--- config.mk ---
export PLATFORM = sky130hd
export DESIGN_NAME = upsample_scheduler_flat
export DESIGN_NICKNAME = d
export VERILOG_FILES = /design/src/rtl/upsample_scheduler_if.sv /design/src/rtl/upsample_scheduler.sv /design/src/flat_wrapper.sv
export SDC_FILE = /design/constraint.sdc
export NUM_CORES = 1
export LEC_CHECK = 0
export CORE_MARGIN = 2
export CORE_UTILIZATION = 42
export CTS_CLUSTER_DIAMETER = 200
export DETAILED_ROUTE_END_ITERATION = 10
export PLACE_DENSITY_LB_ADDON = 0.08
export SLEW_MARGIN = 5
export SYNTH_ARGS = -nofsm -noshare
export SYNTH_HDL_FRONTEND = slang
export SYNTH_SLANG_ARGS = --single-unit
--- constraint.sdc ---
create_clock -name clk -period 6 [get_ports clk]
set_input_delay 1.5 -clock clk [delete_from_list [all_inputs] [get_ports clk]]
set_output_delay 1.5 -clock clk [all_outputs]
set_load 0.02 [all_outputs]
--- src/rtl/upsample_scheduler_if.sv ---
// Pixel-FIFO read port and downstream valid/ready stream of the 2x upsampler.
// The scheduler drives the master side; the FIFO and the blur stage sit on the slave side.
interface upsample_scheduler_if #(
  parameter int DATA_W = 8
);
  logic              empty;
  logic              rd_en;
  logic [DATA_W-1:0] din;
  logic [DATA_W-1:0] dout;
  logic              valid_out;
  logic              ready_out;

  modport master (
    input  empty, din, ready_out,
    output rd_en, dout, valid_out
  );

  modport slave (
    output empty, din, ready_out,
    input  rd_en, dout, valid_out
  );
endinterface

--- src/rtl/upsample_scheduler.sv ---
// 2x nearest-neighbour upsampler: buffers one source row, then streams it twice
// with every pixel repeated, one row at a time, until the whole frame is sent.
module upsample_scheduler #(
  parameter int DATA_W = 8,
  parameter int IMG_W  = 64,
  parameter int IMG_H  = 48
) (
  input  logic                 clk,
  input  logic                 rst,
  input  logic                 start,
  output logic                 busy,
  output logic                 frame_done,
  upsample_scheduler_if.master bus
);

  localparam int CW = (IMG_W > 1) ? $clog2(IMG_W) : 1;
  localparam int RW = (IMG_H > 1) ? $clog2(IMG_H) : 1;
  localparam logic [CW-1:0] LAST_COL = CW'(IMG_W - 1);
  localparam logic [RW-1:0] LAST_ROW = RW'(IMG_H - 1);

  typedef enum logic [1:0] {IDLE, FILL, EMIT, DRAIN} state_t;

  state_t            r_state;
  state_t            w_next;
  logic [CW-1:0]     r_issued;
  logic              r_issue_done;
  logic              r_rd_en_q;
  logic [CW-1:0]     r_wr_col;
  logic [CW-1:0]     r_col;
  logic              r_h;
  logic              r_v;
  logic [RW-1:0]     r_row;
  logic [DATA_W-1:0] r_linebuf [IMG_W];
  logic [DATA_W-1:0] r_dout;
  logic              r_valid;
  logic              r_frame_done;

  logic w_rd_en;
  logic w_xfer;
  logic w_load;
  logic w_row_end;
  logic w_fill_done;

  assign w_rd_en     = (r_state == FILL) && !bus.empty && !r_issue_done;
  assign w_xfer      = r_valid && bus.ready_out;
  assign w_load      = (r_state == EMIT) && (!r_valid || bus.ready_out);
  assign w_row_end   = r_h && r_v && (r_col == LAST_COL);
  assign w_fill_done = r_rd_en_q && (r_wr_col == LAST_COL);

  // NOTE: state lives in always_ff with non-blocking (<=) assignments so every
  // register samples the pre-edge values of the others, whatever the block order.
  always_ff @(posedge clk or posedge rst) begin
    if (rst) r_state <= IDLE;
    else     r_state <= w_next;
  end

  // NOTE: w_next gets a default before the case; a path that leaves it
  // unassigned would infer a latch.
  always_comb begin
    w_next = r_state;
    case (r_state)
      IDLE:  if (start) w_next = FILL;
      FILL:  if (w_fill_done) w_next = EMIT;
      EMIT:  if (w_load && w_row_end) w_next = (r_row == LAST_ROW) ? DRAIN : FILL;
      DRAIN: if (w_xfer) w_next = IDLE;
      default: w_next = IDLE;
    endcase
  end

  // Read side: count issued strobes, then place returning data one cycle later.
  always_ff @(posedge clk or posedge rst) begin
    if (rst) begin
      r_issued     <= '0;
      r_issue_done <= 1'b0;
      r_rd_en_q    <= 1'b0;
      r_wr_col     <= '0;
    end else begin
      r_rd_en_q <= w_rd_en;
      if (r_state != FILL) begin
        r_issued     <= '0;
        r_issue_done <= 1'b0;
      end else if (w_rd_en) begin
        if (r_issued == LAST_COL) r_issue_done <= 1'b1;
        else                      r_issued     <= r_issued + 1'b1;
      end
      if (r_rd_en_q) r_wr_col <= (r_wr_col == LAST_COL) ? '0 : r_wr_col + 1'b1;
    end
  end

  // NOTE: the line buffer has no reset; every entry is rewritten before it is
  // read, so clearing it would only cost a reset fan-out to plain storage.
  always_ff @(posedge clk) begin
    if (r_rd_en_q) r_linebuf[r_wr_col] <= bus.din;
  end

  always_ff @(posedge clk or posedge rst) begin
    if (rst) begin
      r_col        <= '0;
      r_h          <= 1'b0;
      r_v          <= 1'b0;
      r_row        <= '0;
      r_dout       <= '0;
      r_valid      <= 1'b0;
      r_frame_done <= 1'b0;
    end else begin
      r_frame_done <= (r_state == DRAIN) && w_xfer;
      if (r_state == IDLE) r_row <= '0;
      if (w_load) begin
        r_dout  <= r_linebuf[r_col];
        r_valid <= 1'b1;
        r_h     <= ~r_h;
        if (r_h) begin
          r_col <= (r_col == LAST_COL) ? '0 : r_col + 1'b1;
          if (r_col == LAST_COL) begin
            r_v <= ~r_v;
            if (r_v && (r_row != LAST_ROW)) r_row <= r_row + 1'b1;
          end
        end
      end else begin
        // The last beat of a row may still be waiting while the buffer refills.
        if (w_xfer) r_valid <= 1'b0;
        if (r_state != EMIT) begin
          r_col <= '0;
          r_h   <= 1'b0;
          r_v   <= 1'b0;
        end
      end
    end
  end

  assign busy          = (r_state != IDLE);
  assign frame_done    = r_frame_done;
  assign bus.rd_en     = w_rd_en;
  assign bus.dout      = r_dout;
  assign bus.valid_out = r_valid;

endmodule

--- src/flat_wrapper.sv ---
// flat-port wrapper written by rule: the top's interface ports become plain ports
module upsample_scheduler_flat 
#(
  parameter int DATA_W = 8,
  parameter int IMG_W  = 64,
  parameter int IMG_H  = 48
)
  (clk, rst, start, busy, frame_done, bus_empty, bus_din, bus_ready_out, bus_rd_en, bus_dout, bus_valid_out);
  upsample_scheduler_if #(.DATA_W(DATA_W)) bus_i ();
  input  logic clk;
  input  logic rst;
  input  logic start;
  output logic busy;
  output logic frame_done;
  input wire logic [$bits(bus_i.empty)-1:0] bus_empty;
  input wire logic [$bits(bus_i.din)-1:0] bus_din;
  input wire logic [$bits(bus_i.ready_out)-1:0] bus_ready_out;
  output wire logic [$bits(bus_i.rd_en)-1:0] bus_rd_en;
  output wire logic [$bits(bus_i.dout)-1:0] bus_dout;
  output wire logic [$bits(bus_i.valid_out)-1:0] bus_valid_out;
  assign bus_i.empty = bus_empty;
  assign bus_i.din = bus_din;
  assign bus_i.ready_out = bus_ready_out;
  assign bus_rd_en = bus_i.rd_en;
  assign bus_dout = bus_i.dout;
  assign bus_valid_out = bus_i.valid_out;
  upsample_scheduler #(.DATA_W(DATA_W), .IMG_W(IMG_W), .IMG_H(IMG_H)) u_core (.clk(clk), .rst(rst), .start(start), .busy(busy), .frame_done(frame_done), .bus(bus_i));
endmodule
==> impl_metrics.toml <==
[clock_tree]
cts_tree = "done"
cts_buffers = 57
htreeDepth = 2
path_clk_slew_ns = 0.06
insertion_delay_ns = 0.61
cts_buffer_depth = 3
cts_root_buffer = "clkbuf_16"
ctsHoldBuffers = 0
post_cts_buffers = 0
post_cts_resized = 0
cts.sinks = 552

[yosys]
yosysSeqAreaShare_pct = 74.5
async_flop_share_pct = 7.25
yosysTopAreaCell = "edfxtp_1"
synth_common_cells = "edfxtp_1 (512), mux4_2 (109), nor2_1 (96)"
synth_xor_area_share_pct = 0.438
synth-main-ff-cell = "edfxtp_1"
synth-edff-count = 512
synth_fa_ha_area_share_pct = 0.228
synthMostInstantiatedCell = "edfxtp_1"
synth_seq_cells = 552
ys_types = 58
ys_top_cells_by_area = "edfxtp_1 (70%), mux4_2 (11%), dfrtp_1 (4.6%)"
synth-compound-area-share_pct = 3.45
synth-simple-area-share_pct = 5.11
mappedNetlistArea_sq_um = 22000
syn-num-nets = 1175
synth_warnings = 0
avgSynthCellArea_sq_um = 19.0
synth_top_family_by_area = "multiplexers"
synth.area.mux_share_pct = 14.5
synthCells = 1158
synth.top_cell.area_share_pct = 70.0

[timing]
slew_viol_final = 0
rsz0062_at_grt = "false"
setup_viol = 0
fmax_mhz = 225
fin_crit_sh_pct = 74.0
skew_ns = 0.0220
holdWs_ns = 0.511
post-route-min-period_ns = 4.44
setup_tns_ns = 0
finalHoldViolCount = 0
worst_slew_pin_slew_ns = 1.01
slew_headroom_pct = 32.1

[drt]
vias_per_cell = 5.64
postRouteAntennaNets = 0
drt-total-wl_um = 51900
dr.pass1.iters = 5
wire_per_inst_um = 27.0
drt_iter0_drc = 861
route.vias.total = 10833
drc_errors = 0

[global_routing]
grt_pass1_vias = 11186
overflow = 0
grt_pass1_wl_um = 76600
track_usage_pct = 19.7
antenna_found_initial = 1
grt_max_degree = 65

[die]
fp-row-count = 83
die_w_um = 233
core_sq_um = 51500
die_area_sq_um = 54200
io_pins = 25
die_h_um = 233
initial_core_util_pct = 42.7

[worst_setup_path]
crit_arrival_ns = 2.94
required_ns = 4.50
critPathKind = "input pin to output pin"
endpoint_kind = "output pin"
r2r_end = "u_core.r_row[4]"
r2r_slack_ns = 2.65
reg2reg_depth = 6
worst_setup_path_start_kind = "input pin"
crit_fanout = 3
reg2reg_from = "u_core.r_col[1]"

[power]
total_leakage_power_nw = 7.53
p_total_w = 0.00865
ir_drop_mv = 0.190
power.density_nw_per_um2 = 350

[worst_hold_path]
min_to = "u_core.r_issued[0]"
hp-start = "u_core.r_issued[0]"
worstHoldPathCells = 1
hold_path_class = "register to register"

[job]
max_cap_violations = 0

[final_layout]
nNetsFinal = 1216
diodes = 0
drive_gt1_share_pct = 20.1
areaGrowthSynthToFinish_pct = 12.4
fin_area_sq_um = 24700

[placement]
portBuffers = 24
place_congestion = 0.763
dp_hpwl_um = 30500
placed_cell_area_sq_um = 22900

[outcome]
status = "finished clean"
-- worst max path at each step --
stage	start	end	slack (ns)	depth (start not counted)
CTS	bus_empty	bus_rd_en	1.56	3
floorplan	bus_empty	bus_rd_en	2.46	1
finish	bus_empty	bus_rd_en	1.56	3
global route	bus_empty	bus_rd_en	1.53	3
detailed placement	bus_empty	bus_rd_en	1.60	3
global placement	bus_empty	bus_rd_en	1.59	3
-- registers in the layout, summed over array words and instances (netlist names) --
register              cells
u_core.r_v                1
u_core.r_linebuf        512
u_core.r_issue_done       1
u_core.r_h                1
u_core.r_wr_col           6
u_core.bus.dout           8
u_core.r_rd_en_q          1
u_core.r_state            2
u_core.bus.valid_out      1
u_core.r_col              6
u_core.frame_done         1
u_core.r_issued           6
u_core.r_row              6
-- cell families (layout without fill, tap and decap cells) --
group | count (synthesis) | after routing
compound gates | 100 | 100
xor+xnor | 11 | 11
fa+ha+maj | 4 | 4
buf+inv | 70 | 152
flops | 552 | 552
mux | 179 | 179
simple gates | 242 | 242
-- cell usage in the layout (no fill, tap or decap), types with 13 or more instances in the layout --
cell type / n
edfxtp_1: 512
mux4_2: 109
nor2_1: 96
clkbuf_16: 59
nand2_1: 49
mux2i_1: 45
dfrtp_1: 37
nand3_1: 25
buf_4: 23
mux2_2: 22
clkdlybuf4s50_1: 16
clkinv_1: 15
nor3_1: 14
o21ai_0: 14
nor2b_1: 13
-- metrics by stage --
step | utilization (%) | worst slack [ns] | cells
finish | 48.0 | 1.56 | 1920
global route | 48.0 | 1.53 | 1920
CTS | 48.0 | 1.56 | 1920
detailed placement | 44.4 | 1.60 | 1820
global placement | 44.4 | 1.59 | 1820
floorplan | - | 2.46 | 1158
-- worst max-delay path, cell delays in order --
cell and delay, ns:
clkdlybuf4s50_1 0.48, nor3_1 0.30, clkdlybuf4s50_1 0.66
-- where the power goes --
| group | total (W) | leakage [nW] | switching [W] | internal (W) |
|---|---|---|---|---|
| logic | 0.000610 | 1.55 | 0.000421 | 0.000188 |
| clock network | 0.00352 | 0.895 | 0.00144 | 0.00208 |
| registers | 0.00453 | 5.09 | 0.000132 | 0.00440 |
| total | 0.00865 | 7.53 | 0.00199 | 0.00666 |
-- layer usage --
metal / share of wire [%] / track usage (%)
met2: 46 / 30.0
met5: 0 / 0
met3: 5.1 / 3.50
met4: 2.3 / 6.15
met1: 47 / 29.0
-- area by class of cell --
| type | instances | area (sq um) |
|---|---|---|
| clock buffer | 68 | 1510 |
| timing repair buffer | 48 | 393 |
| tap | 680 | 851 |
| fill | 4365 | 26800 |
| multi-input combinational | 536 | 5220 |
| sequential | 552 | 16400 |
| clock inverter | 32 | 327 |
| inverter | 4 | 15.0 |
No activity file was read; power rests on OpenSTA's default activity.
